==> src/rtl/vint_arbiter.sv <==
// Vectored-interrupt arbiter: fixed-priority selection of pending level
// requests and the istb/iack/ivec vector-fetch handshake toward the CPU.
module vint_arbiter #(
   parameter int unsigned N_SRC    = 8,
   parameter logic [15:0] SPUR_VEC = 16'o000000
) (
   input  logic                   clk_p,
   input  logic                   rst_n,
   input  logic                   init,
   input  logic [N_SRC-1:0]       irq_req,
   input  logic [N_SRC-1:0]       irq_mask,
   input  logic [16*N_SRC-1:0]    irq_vec,
   output logic [N_SRC-1:0]       irq_ack,
   output logic                   virq,
   input  logic                   istb,
   output logic                   iack,
   output logic [15:0]            ivec
);

   localparam int unsigned VEC_W      = 16;
   localparam logic [VEC_W-1:0] ALIGN = 16'hFFFC;

   typedef enum logic [1:0] {
      IDLE    = 2'd0,
      ACK     = 2'd1,
      RELEASE = 2'd2
   } state_t;

   state_t             state;
   logic [N_SRC-1:0]   pend;
   logic [N_SRC-1:0]   win_oh;
   logic               win_any;
   logic [VEC_W-1:0]   win_vec;

   // Enabled requests only take part in arbitration.
   always_comb begin
      pend = irq_req & irq_mask;
   end

   // Lowest-index pending source wins; one-hot grant plus its vector.
   always_comb begin
      win_oh  = '0;
      win_any = 1'b0;
      win_vec = '0;
      for (int i = 0; i < int'(N_SRC); i++) begin
         if (pend[i] && !win_any) begin
            win_any   = 1'b1;
            win_oh[i] = 1'b1;
            win_vec   = irq_vec[VEC_W*i +: VEC_W];
         end
      end
   end

   // Handshake FSM with registered outputs; init acts as a synchronous reset.
   always_ff @(posedge clk_p or negedge rst_n) begin
      if (!rst_n) begin
         state   <= IDLE;
         virq    <= 1'b0;
         iack    <= 1'b0;
         ivec    <= '0;
         irq_ack <= '0;
      end else if (init) begin
         state   <= IDLE;
         virq    <= 1'b0;
         iack    <= 1'b0;
         ivec    <= '0;
         irq_ack <= '0;
      end else begin
         irq_ack <= '0;
         case (state)
            IDLE: begin
               if (istb) begin
                  iack    <= 1'b1;
                  virq    <= 1'b0;
                  irq_ack <= win_oh;
                  ivec    <= (win_any ? win_vec : SPUR_VEC) & ALIGN;
                  state   <= ACK;
               end else begin
                  virq <= |pend;
               end
            end
            ACK: begin
               virq <= 1'b0;
               if (!istb) begin
                  iack  <= 1'b0;
                  ivec  <= '0;
                  state <= RELEASE;
               end
            end
            RELEASE: begin
               // Dead cycle so the served device can drop its request.
               virq  <= 1'b0;
               state <= IDLE;
            end
            default: begin
               virq  <= 1'b0;
               iack  <= 1'b0;
               ivec  <= '0;
               state <= IDLE;
            end
         endcase
      end
   end

endmodule

==> config.mk <==
export PLATFORM = sky130hd
export DESIGN_NAME = vint_arbiter
export DESIGN_NICKNAME = d
export VERILOG_FILES = /design/src/rtl/vint_arbiter.sv
export SDC_FILE = /design/constraint.sdc
export NUM_CORES = 1
export LEC_CHECK = 0
export BUFFER_PORTS_ARGS = -buffer_cell sky130_fd_sc_hd__buf_2
export CORE_MARGIN = 2
export CORE_UTILIZATION = 36
export DETAILED_ROUTE_END_ITERATION = 10
export PLACE_DENSITY = 0.84
export SLEW_MARGIN = 20
export SYNTH_ARGS = -nofsm -noshare
export SYNTH_HDL_FRONTEND = slang
export SYNTH_SLANG_ARGS = --single-unit
export TNS_END_PERCENT = 30
==> constraint.sdc <==
create_clock -name clk_p -period 1.39 [get_ports clk_p]
set_input_delay 0 -clock clk_p [delete_from_list [all_inputs] [get_ports clk_p]]
set_output_delay 0 -clock clk_p [all_outputs]
set_load 0.01 [all_outputs]
Word level (Yosys, flattened, before mapping)

Index checks and enable logic that the tools add are counted.
W data, S select, Z words.

Register bits after elaboration: 28
Word-level logic and storage cells: 71

Equality and inequality tests: 5
Multiplexer cells: 42
Bitwise logic cells: 1
Reduce and logical (&&, ||, !) cells: 18

Operator list:

| operator             | number |
|---|---|
| $mux W16             | 12 |
| $pmux W16 S3         | 1 |
| $mux W8              | 3 |
| $mux W1              | 21 |
| $and A8 B8 Y8        | 1 |
| $reduce_or A8 Y1     | 1 |
| $logic_and A1 B1 Y1  | 7 |
| $logic_not A1 Y1     | 7 |
| $mux W2              | 3 |
| $ne A3 B3 Y1 const B | 2 |
| $pmux W2 S2          | 1 |
| $pmux W1 S3          | 1 |
| $reduce_and A3 Y1    | 1 |
| $eq A2 B1 Y1 const B | 1 |
| $eq A2 B2 Y1 const B | 1 |
| $logic_not A2 Y1     | 1 |
| $ne A2 B2 Y1 const B | 1 |
| $reduce_and A2 Y1    | 1 |

Depth between registers and ports, before layout

Gate-level depths: netlist of run 1.

Depth after elaboration: 27
Depth in mapped cells: 7
Gate-level depth less buffers: 5

Worst setup path before layout of run 1

No wires, ideal clock.

Path type: input port to flip-flop
Start: input irq_req[0]
End: register ivec[10]
Setup time: 0.104 ns
Data arrival time: 1.400 ns
Setup slack: -0.113 ns
Stages: 6
Buffers on the path: 1
Path through: a222oi_1 > nand3_1 > buf_4 > a21oi_2 > nor3_1 > o41ai_2

Cells in the longest elaborated chain, start to end: 27
Elaborated cells between the ends (all ways): 35
Those cells by class: mux: 20; bitwise: 1; reduce/logical: 14

RTL lines:

| element                                    | RTL line | RTL |
|---|---|---|
| start: declaration                         | 10       | `input logic [N_SRC-1:0] irq_req,` |
| $and A8 B8 Y8 *                            | 37       | `pend = irq_req & irq_mask;` |
| $mux W1                                    | 46       | `if (pend[i] && !win_any) begin` |
| $logic_not A1 Y1                           | 46       |  |
| $logic_and A1 B1 Y1                        | 46       |  |
| $mux W1                                    | 46       |  |
| $logic_not A1 Y1                           | 46       |  |
| $logic_and A1 B1 Y1                        | 46       |  |
| $mux W1                                    | 46       |  |
| [11 not listed]                            | n/a      |  |
| $mux W1                                    | 46       |  |
| $logic_not A1 Y1                           | 46       |  |
| $logic_and A1 B1 Y1                        | 46       |  |
| $mux W16 / $mux W1 (equally long branches) | 46       |  |
| $mux W16 *                                 | 76       | `ivec <= (win_any ? win_vec : SPUR_VEC) & ALIGN;` |
| $mux W16 *                                 | 72       | `if (istb) begin` |
| $pmux W16 S3 *                             | 70       | `case (state)` |
| $mux W16 *                                 | 62       | `end else if (init) begin` |
| end signal: assignment                     | 76       |  |
| end: declaration                           | 17       | `output logic [15:0] ivec` |

Every way passes the cells marked *; elsewhere a longest branch is shown, timed or not. The select of a mux whose other input is x is not followed.
A chain may end at the register's enable or synchronous reset.

Final worst setup path of run 1

Start: register state[1]
End: register ivec[9]

Cells in the longest elaborated chain, start to end: 3
Elaborated cells between the ends (all ways): 9
Those cells by class: eq/ne: 5; mux: 2; reduce/logical: 2

RTL lines:

| element                                                        | RTL line | RTL |
|---|---|---|
| start: declaration                                             | 29       | `state_t state;` |
| start signal: assignment                                       | 57       | `state <= IDLE;` |
| start signal: assignment                                       | 63       | `state <= IDLE;` |
| start signal: assignment                                       | 77       | `state <= ACK;` |
| $eq A2 B1 Y1 (tied with other cells)                           | 70       |  |
| $ne A3 B3 Y1 (no line) (tied with other cells)                 | n/a      |  |
| $reduce_and A3 Y1 (no line) / $mux W16 (equally long branches) | n/a      |  |

Parallel ways exist; a longest one is shown, timed or not.

==> results.yml, run 1 <==
critical_path:
  reg2regPathDepth: 4
  required_ns: 1.57
  r2r_start: "state[1]$_DFFE_PN0P_"
  worst_path_largest_cell_delay_ns: 0.40
  crit_chain: "nor3b_2 -> nand2b_1 -> buf_12 -> o41ai_2"
  worstPathArrival_ns: 1.55
  r2r_end: "ivec[9]$_DFFE_PN0P_"
  worstPathMaxFanout: 23
  crit_path_end_kind: "register"
  worst-path-stages: 4
  worst-path-buf-inv: 1
  rrSetupSlack_ns: 0.02
  crit_family: "flip-flops"
  critPathKind: "register to register"
  cp-start-kind: "register"
  crit_slowest_cell: "dfrtp_1"
min_path:
  holdCritPathClass: "input pin to register"
  hold_path_end: "ivec[6]$_DFFE_PN0P_"
  holdPathStages: 3
  min-delay-start: "irq_vec[118]"
detailed_routing:
  routed_wl_um: 9270
  vias: 3121
  via_per_inst: 5.77
  routedWlPerCell_um: 17.1
  drt_pass1_iterations: 7
  drc: 0
  ant_nets: 0
  drt_iter0_drc: 214
synth:
  ys_ff_latch: 26
  yosysSeqAreaShare_pct: 29.7
  synth_mux_area_share_pct: 0.914
  synthXorXnorAreaFrac_pct: 0.400
  synth_compound_area_share_pct: 37.3
  ys_warn_count: 0
  synth_simple_gate_area_share_pct: 26.7
  synth.cell_area_um2: 2190
  ys_types: 34
  synth_top_family_by_area: "compound AO/OA/AOI/OAI gates"
  synthAdderAreaFrac_pct: 0
  syn_area_per_cell_um2: 7.76
  synth_cells: 282
floorplanning:
  die_x_um: 82.0
  io_pins: 174
  die-area_um2: 6720
  core_area_um2: 5890
  start_util_pct: 37.2
  die_y_um: 82.0
  core.rowCount: 28
global_route:
  track_usage_pct: 27.3
  grt_overflow: 0
  grt_first_pass_wirelength_um: 14000
  antenna_found_initial: 0
  grt_pass1_vias: 2922
  grt_max_degree: 27
clock_tree:
  cts_buffer_depth: 2
  numCtsBuffers: 3
  ctsRootBufferMaster: "clkbuf_8"
  cts_max_level: 1
  clk_pin_slew_ns: 0.10
  insertion_delay_ns: 0.28
  cts_tree: "built"
  cts.sinks: 26
timing:
  worstMarginPinSlew_ns: 0.619
  slew-limit-headroom_pct: 58.7
  setup_viol: 0
  period_minus_slack_ns: 1.37
  period_share_pct: 98.7
  fmax_mhz: 729
  report.final.slew_viol_count: 0
  grt_setup_unrepaired: "yes"
  fin_skew_ns: 0.00654
  finalHoldViolCount: 0
outcome:
  status: "complete, no violations"
power_and_ir_drop:
  p_comb_share_pct: 39.2
  power_frac_seq_pct: 34.0
  swShare_pct: 32.0
  power_leakage_nw: 1.75
  power_frac_clock_pct: 26.8
  worst_ir_drop_vdd_uv: 455
  power_density_nw_per_um2: 684
  totalPowerFinal_w: 0.00240
  power.switching_w: 0.000767
  p_int_w: 0.00163
place:
  io_buffers: 155
  place_congestion: 0.937
  dp.final_hpwl_um: 7410
  place_inst: 534
finish:
  area_delta_synth_final_pct: 60.1
  nets: 615
  fill_cells: 545
  layout-drive-gt1-share_pct: 49.4
  finalNonFillerCells: 541
  multiInputGateArea_um2: 1480
  antennaDiodeCount: 0
  seq_area_um2: 651
job:
  cap_viol_max_count: 0
## layer usage
| metal | vias up | share of wire, % | GRT usage, % |
|---|---|---|---|
| met5 | - | 0 | 0 |
| met4 | 0 | 3.0 | 9.17 |
| met3 | 24 | 7.9 | 5.38 |
| met2 | 173 | 49 | 47.5 |
| met1 | 1460 | 40 | 33.5 |
| li1 | 1464 | - | - |
## layout make-up
type	count	share of cell area [%]
sequential	26	18.6
clock buffer	3	1.18
timing repair buffer	204	34.5
tap	75	2.68
multi-input combinational	232	42.3
clock inverter	1	0.857
## stage by stage
stage	util [%]	setup slack (ns)	hold slack [ns]	setup TNS, ns	area, um^2
floorplan	-	-0.112	-0.296	-1.30	2200
finish	59.6	0.0179	0.0504	0	3510
global placement	57.0	-0.253	0.0448	-2.82	3350
global route	59.6	-0.0704	0.0885	-0.671	3510
CTS	59.1	0.00222	0.0429	0	3480
detailed placement	57.0	-0.317	0.0522	-3.43	3350
## layout by cell type, fill, tap and decap left out, types with 3 or more instances in the layout
cell type	synthesis	layout
nor3_1	24	24
nand3_1	35	35
and2_1	3	3
clkbuf_8	0	3
o31ai_1	5	5
buf_2	0	155
buf_4	3	40
o21ai_0	15	14
nor2_1	7	7
buf_12	0	4
a222oi_1	10	10
o41ai_2	8	12
nor3b_1	10	8
dlygate4sd3_1	0	3
a31oi_1	12	12
dfrtp_1	26	26
nand2_1	31	31
a21oi_2	8	9
o21a_1	9	9
a21oi_1	27	26
## registers in the layout, summed over array words and instances (netlist names)
| name | cells |
|---|---|
| virq | 1 |
| iack | 1 |
| state | 2 |
| irq_ack | 8 |
| ivec | 14 |
## tightest hold or removal path, stage by stage
cell	delay, ns
buf_2	0.10
a21oi_1	0.12
o31ai_1	0.08
## timing repair
item,CTS,global route
hold buffers,3,0
hold endpoints to repair,28,0
gates resized for setup,4,6
setup buffers,0,0
setup endpoints to repair,12,14
pin swaps,1,3
## how the worst max path moves through the flow
stage / from / endpoint / slack, ns
floorplan: irq_mask[0] / ivec[10]$_DFFE_PN0P_ / -0.11
global placement: irq_mask[0] / ivec[8]$_DFFE_PN0P_ / -0.25
detailed placement: irq_mask[0] / ivec[12]$_DFFE_PN0P_ / -0.32
CTS: irq_req[0] / ivec[4]$_DFFE_PN0P_ / 0.002
global route: state[1]$_DFFE_PN0P_ / ivec[11]$_DFFE_PN0P_ / -0.07
finish: state[1]$_DFFE_PN0P_ / ivec[9]$_DFFE_PN0P_ / 0.02
## logic make-up after synthesis
kind of cell	after synthesis
other cells	1
buf+inv	25
mux	2
simple gates	118
xor+xnor	1
flops	26
compound gates	109
## power by group through the flow
| stage | Clock (W) | Sequential (W) | Combinational (W) |
|---|---|---|---|
| final | 0.000644 | 0.000816 | 0.000939 |
| after global routing | 0.000688 | 0.000820 | 0.00102 |
| after CTS | 0.000661 | 0.000816 | 0.000921 |
| after detailed placement | 0 | 0.000831 | 0.000903 |
| after global placement | 0 | 0.000829 | 0.000886 |
| after floorplan | 0 | 0.000845 | 0.000404 |
## cell usage after synthesis (all sizes together)
cell / count / area [um^2]
nand3: 35 / 175
a22oi: 1 / 7.51
dfrtp: 26 / 651
nand2b: 2 / 12.5
clkbuf: 21 / 78.8
nor4b: 1 / 8.76
o31ai: 5 / 37.5
or2: 2 / 12.5
buf: 4 / 26.3
o31a: 1 / 8.76
mux2i: 2 / 20.0
xnor2: 1 / 8.76
a21oi: 35 / 205
o21a: 9 / 67.6
a31oi: 12 / 75.1
a221oi: 2 / 17.5
a222oi: 10 / 100
and2: 4 / 25.0
nand2: 31 / 116
nor3: 24 / 120
o41ai: 12 / 165
nor3b: 10 / 75.1
conb: 1 / 3.75
o22a: 2 / 17.5
a2bb2oi: 2 / 17.5
nor4: 2 / 12.5
o21ai: 16 / 80.1
nor2: 7 / 26.3
a22o: 2 / 17.5
Note: power is estimated with default switching activity, not from simulation.
==> inputs of run 2 (changes only) <==
--- a/config.mk
+++ b/config.mk
@@ -7,9 +7,9 @@
 export LEC_CHECK = 0
 export BUFFER_PORTS_ARGS = -buffer_cell sky130_fd_sc_hd__buf_2
 export CORE_MARGIN = 2
-export CORE_UTILIZATION = 36
+export CORE_UTILIZATION = 40
 export DETAILED_ROUTE_END_ITERATION = 10
-export PLACE_DENSITY = 0.84
+export PLACE_DENSITY = 0.89
 export SLEW_MARGIN = 20
 export SYNTH_ARGS = -nofsm -noshare
 export SYNTH_HDL_FRONTEND = slang
==> constraint.sdc (replaced) <==
create_clock -name clk_p -period 1.3 [get_ports clk_p]
set_input_delay 0 -clock clk_p [delete_from_list [all_inputs] [get_ports clk_p]]
set_output_delay 0 -clock clk_p [all_outputs]
set_load 0.01 [all_outputs]
==> run 2 against run 1 <==
Against the previous run:
- the flow now finishes with violations (negative setup slack)
- core utilization grew 11 points
- global-route usage grew 1.2 points
- clock-buffer cell count is the same
- final cell count grew 1.3%
- clock power grew 8.7%
- first-iteration DRC count grew 35%
- die area shrank 9.5%
- design area grew 4.6%
- flip-flop and latch count is the same
- fmax shrank 0.39%
- critical path depth grew 3
- largest cell class unchanged
==> results.yml, run 2 (synthesis results as in run 1) <==
outcome:
  status: "complete, but fails checks"
  violations: "negative setup slack"
clock_tree:
  ctsRootBufferMaster: "clkbuf_8"
  cts.sinks: 26
  numCtsBuffers: 3
  insertion_delay_ns: 0.28
  cts_tree: "built"
  cts_max_level: 1
  clk_pin_slew_ns: 0.09
  cts_buffer_depth: 2
floorplanning:
  io_pins: 174
  die-area_um2: 6080
  core_area_um2: 5200
  core.rowCount: 26
  die_x_um: 78.0
  die_y_um: 78.0
  start_util_pct: 42.1
timing:
  period_share_pct: 106
  worstMarginPinSlew_ns: 0.604
  finalHoldViolCount: 0
  fin_hold_ws_ns: 0.0474
  period_minus_slack_ns: 1.38
  report.final.slew_viol_count: 0
  setup_tns_ns: -0.814
  slew-limit-headroom_pct: 59.7
  fin_skew_ns: 0.0154
  setup_viol: 15
  fin_ws_ns: -0.0775
  fmax_mhz: 726
  grt_setup_unrepaired: "yes"
global_route:
  track_usage_pct: 28.5
  grt_overflow: 0
  grt_first_pass_wirelength_um: 13800
  antenna_found_initial: 0
  grt_pass1_vias: 2986
  grt_max_degree: 27
critical_path:
  critPathKind: "register to register"
  crit_family: "flip-flops"
  crit_chain: "buf_6 -> nand2b_4 -> xnor2_1 -> nor2_2 -> buf_6 -> nand2_1 -> o41ai_2"
  worst-path-buf-inv: 2
  worstPathMaxFanout: 8
  required_ns: 1.47
  worst_path_largest_cell_delay_ns: 0.41
  worstPathArrival_ns: 1.55
  rrSetupSlack_ns: -0.08
  cp_common_cell: "buf_6"
  crit_path_end_kind: "register"
  cp-start-kind: "register"
  crit_slowest_cell: "dfrtp_1"
detailed_routing:
  vias: 3178
  drc: 0
  drt_iter0_drc: 289
  drt_pass1_iterations: 5
  routedWlPerCell_um: 17.3
  ant_nets: 0
  routed_wl_um: 9470
  via_per_inst: 5.80
min_path:
  holdCritPathClass: "input pin to register"
power_and_ir_drop:
  power.switching_w: 0.000865
  worst_ir_drop_vdd_uv: 578
  p_int_w: 0.00178
  p_comb_share_pct: 40.5
  power_density_nw_per_um2: 721
  swShare_pct: 32.7
  power_frac_seq_pct: 33.1
  power_frac_clock_pct: 26.4
  power_leakage_nw: 1.82
place:
  dp.final_hpwl_um: 7440
  io_buffers: 155
  place_congestion: 0.878
finish:
  area_delta_synth_final_pct: 67.5
  nets: 627
  layout_commonest_cell: "buf_2"
  layout-drive-gt1-share_pct: 53.6
  utilization_pct: 70.5
  layout_common_cells: "155 x buf_2, 49 x buf_4, 34 x nand3_1"
  largest_reg_flops: 14
  reg.largest.list: "ivec: 14 flops, irq_ack: 8 flops, state: 2 flops"
  fill_cells: 428
  top_register: "ivec"
  antennaDiodeCount: 0
job:
  cap_viol_max_count: 0
[run 2: power groups by stage]
stage               combinational, W  clock (W)  sequential, W
detailed placement          0.000976          0       0.000888
CTS                          0.00100   0.000699       0.000873
global placement            0.000959          0       0.000888
finish                       0.00107   0.000700       0.000875
floorplan                   0.000432          0       0.000903
global route                 0.00115   0.000738       0.000878
[run 2: final timing paths]
kind / start / endpoint / depth (start not counted)
worst max-delay path: state[1]$_DFFE_PN0P_ / ivec[4]$_DFFE_PN0P_ / 7
worst max register to register: state[1]$_DFFE_PN0P_ / ivec[4]$_DFFE_PN0P_ / 7
worst min-delay path: istb / virq$_DFF_PN0_ / 3
worst min register to register: ivec[6]$_DFFE_PN0P_ / ivec[6]$_DFFE_PN0P_ / 2
min in group asynchronous: rst_n / irq_ack[6]$_DFF_PN0_ / 2
max in group asynchronous: rst_n / irq_ack[4]$_DFF_PN0_ / 2
[run 2: layout make-up]
| class | instances | area, um^2 | area share (%) |
|---|---|---|---|
| multi-input combinational | 232 | 1570 | 42.7 |
| sequential | 26 | 651 | 17.7 |
| clock buffer | 3 | 41.3 | 1.13 |
| clock inverter | 1 | 30.0 | 0.819 |
| tap | 70 | 87.6 | 2.39 |
| timing repair buffer | 216 | 1290 | 35.2 |
[run 2: routing by layer]
| metal | part of all wire, % | global-route usage (%) | up-vias |
|---|---|---|---|
| met5 | 0 | 0 | - |
| li1 | - | - | 1491 |
| met3 | 7.9 | 3.95 | 26 |
| met1 | 37 | 33.7 | 1467 |
| met2 | 52 | 53.3 | 194 |
| met4 | 2.5 | 8.07 | 0 |
[run 2: metrics by stage]
step | std cells | instance area [um^2] | total power [W] | setup WS [ns]
after floorplan | 283 | 2200 | 0.00134 | -0.202
after global placement | 537 | 3380 | 0.00185 | -0.301
after detailed placement | 537 | 3380 | 0.00186 | -0.360
after CTS | 544 | 3520 | 0.00257 | -0.0675
after global routing | 548 | 3670 | 0.00276 | -0.154
final | 548 | 3670 | 0.00265 | -0.0775
[run 2: what timing repair did]
item | in CTS | in global routing
hold buffers | 3 | 1
resized for setup | 6 | 29
endpoints found under the hold margin | 28 | 1
pin swaps | 1 | 8
endpoints found under the setup margin | 16 | 16
setup buffers | 0 | 1
cloned | 0 | 2
[run 2: worst register-to-register path, delay by kind of cell, from the launching register on]
kind / cells / cell delay [ns]
AO/OA/AOI/OAI: 1 / 0.05
XOR/XNOR: 1 / 0.12
buffers and inverters: 2 / 0.30
flip-flops: 1 / 0.41
AND/OR/NAND/NOR: 3 / 0.39
==> inputs of run 3 (changes only) <==
--- a/config.mk
+++ b/config.mk
@@ -8,6 +8,7 @@
 export BUFFER_PORTS_ARGS = -buffer_cell sky130_fd_sc_hd__buf_2
 export CORE_MARGIN = 2
 export CORE_UTILIZATION = 40
+export CTS_BUF_LIST = sky130_fd_sc_hd__clkbuf_16
 export DETAILED_ROUTE_END_ITERATION = 10
 export PLACE_DENSITY = 0.89
 export SLEW_MARGIN = 20
==> run 3 against run 2 <==
Against the previous run:
- via count decreased by 1.5%
- critical path type unchanged
- core utilization decreased by 0.43 points
- clock skew decreased by 0.0052 ns
- highest routed layer unchanged
- largest cell class unchanged
- the flow still finishes with violations (negative setup slack)
- wire length decreased by 2.1%
==> results.yml, run 3 (synthesis results as in run 1) <==
global_route:
  grt_first_pass_wirelength_um: 13900
  grt_overflow: 0
  grt_pass1_vias: 2999
  grt_max_degree: 27
  antenna_found_initial: 0
  track_usage_pct: 28.7
clock_tree:
  clk_pin_slew_ns: 0.06
  numCtsBuffers: 3
  insertion_delay_ns: 0.27
  cts.sinks: 26
  ctsRootBufferMaster: "clkbuf_16"
  cts_buffer_depth: 2
  cts_max_level: 1
  cts_tree: "built"
  postCtsSetupBuffers: 0
min_path:
  holdPathStages: 3
  hold_path_end: "virq$_DFF_PN0_"
  min-delay-start: "istb"
  holdCritPathClass: "input pin to register"
floorplanning:
  die_y_um: 78.0
  core.rowCount: 26
  die_x_um: 78.0
  core_area_um2: 5200
  die-area_um2: 6080
  io_pins: 174
  start_util_pct: 42.1
finish:
  reg.largest.list: "ivec: 14 flops, irq_ack: 8 flops, state: 2 flops"
  antennaDiodeCount: 0
  layout_commonest_cell: "buf_2"
  fill_cells: 428
  top_register: "ivec"
  utilization_pct: 70.0
  nets: 625
  final_area_um2: 3650
  layout-drive-gt1-share_pct: 51.3
  layout_common_cells: "152 x buf_2, 49 x buf_4, 34 x nand3_1"
  area_delta_synth_final_pct: 66.5
  largest_reg_flops: 14
  finalNonFillerCells: 546
critical_path:
  crit_slowest_cell: "dfrtp_1"
  worst_path_largest_cell_delay_ns: 0.39
  reg2regPathDepth: 7
  crit_chain: "buf_4 -> nand2b_1 -> xnor2_1 -> nor2_1 -> buf_6 -> nand2_1 -> o41ai_2"
  r2r_end: "ivec[4]$_DFFE_PN0P_"
  worstPathArrival_ns: 1.52
  rrSetupSlack_ns: -0.06
  critPathKind: "register to register"
  crit_path_end_kind: "register"
  r2r_start: "state[1]$_DFFE_PN0P_"
  worstPathMaxFanout: 15
  cp-start-kind: "register"
  required_ns: 1.45
detailed_routing:
  vias: 3129
  ant_nets: 0
  routedWlPerCell_um: 17.0
  via_per_inst: 5.73
  routed_wl_um: 9270
  drc: 0
  drt_iter0_drc: 285
  drt_pass1_iterations: 6
timing:
  fin_skew_ns: 0.0103
  grt_setup_unrepaired: "yes"
  fin_ws_ns: -0.0624
  setup_viol: 15
  finalHoldViolCount: 0
  period_share_pct: 105
  report.final.slew_viol_count: 0
  slew-limit-headroom_pct: 58.8
  period_minus_slack_ns: 1.36
  worstMarginPinSlew_ns: 0.618
  fmax_mhz: 734
place:
  dp.final_hpwl_um: 7440
  post-place-ws_ns: -0.360
  place_congestion: 0.878
  place_inst: 537
  io_buffers: 155
  placed_cell_area_um2: 3380
outcome:
  violations: "negative setup slack"
  status: "complete, but fails checks"
job:
  cap_viol_max_count: 0
power_and_ir_drop:
  power_density_nw_per_um2: 776
  power_frac_clock_pct: 32.2
  power_leakage_nw: 1.81
  p_comb_share_pct: 36.9
  power_frac_seq_pct: 30.9
  p_int_w: 0.00197
  worst_ir_drop_vdd_uv: 602
  swShare_pct: 30.2
  power.switching_w: 0.000856
## run 3: changes by cell type in the layout (fill, tap and decap cells not counted), sizes merged
cell / previous run / this run
buf: 212 / 210
## run 3: timing repair
action	in CTS	in global routing
endpoints found under the setup margin	16	16
hold buffers	3	1
cloned	0	1
pin swaps	4	5
hold endpoints to repair	28	1
resized for setup	11	14
## run 3: worst max path at each step
stage | endpoint | start | depth (start not counted)
floorplan | ivec[10]$_DFFE_PN0P_ | irq_mask[0] | 6
global placement | ivec[15]$_DFFE_PN0P_ | irq_mask[0] | 8
detailed placement | ivec[12]$_DFFE_PN0P_ | irq_mask[0] | 8
CTS | ivec[10]$_DFFE_PN0P_ | state[1]$_DFFE_PN0P_ | 7
global route | ivec[5]$_DFFE_PN0P_ | state[1]$_DFFE_PN0P_ | 7
finish | ivec[4]$_DFFE_PN0P_ | state[1]$_DFFE_PN0P_ | 7
## run 3: power by group through the flow
stage	registers [W]	clock network, W	logic, W
3_3_place_gp	0.000888	0	0.000959
2_1_floorplan	0.000903	0	0.000432
5_1_grt	0.000877	0.000966	0.00112
6_report	0.000874	0.000912	0.00104
3_5_place_dp	0.000888	0	0.000976
4_1_cts	0.000874	0.000921	0.00101
## run 3: metal layers
metal / wire length (um) / track usage, % / vias to the layer above
met4: 285 / 8.77 / 0
met5: 0 / 0 / -
met1: 3420 / 34.2 / 1434
met3: 736 / 3.84 / 25
li1: - / - / 1485
met2: 4830 / 53.1 / 185
## run 3: cell type report
type                       instances  area (um^2)  share of cell area, %
timing repair buffer             214         1290                   35.3
sequential                        26          651                   17.8
clock buffer                       3         75.1                   2.06
multi-input combinational        232         1520                   41.6
tap                               70         87.6                   2.40
clock inverter                     1         30.0                  0.824
## run 3: critical path: cells and delay by family (launching register included)
family          cells  cell delay, ns
xor+xnor            1            0.12
compound gates      1            0.05
simple gates        3            0.35
flops               1            0.39
buf+inv             2            0.35
## run 3: through the flow
stage / total power (W) / hold WS, ns / setup TNS [ns]
floorplan: 0.00134 / -0.296 / -2.80
global placement: 0.00185 / 0.0369 / -3.67
detailed placement: 0.00186 / 0.0412 / -4.44
CTS: 0.00280 / -0.0450 / -0.729
global route: 0.00296 / 0.0545 / -1.49
finish: 0.00283 / 0.0347 / -0.654
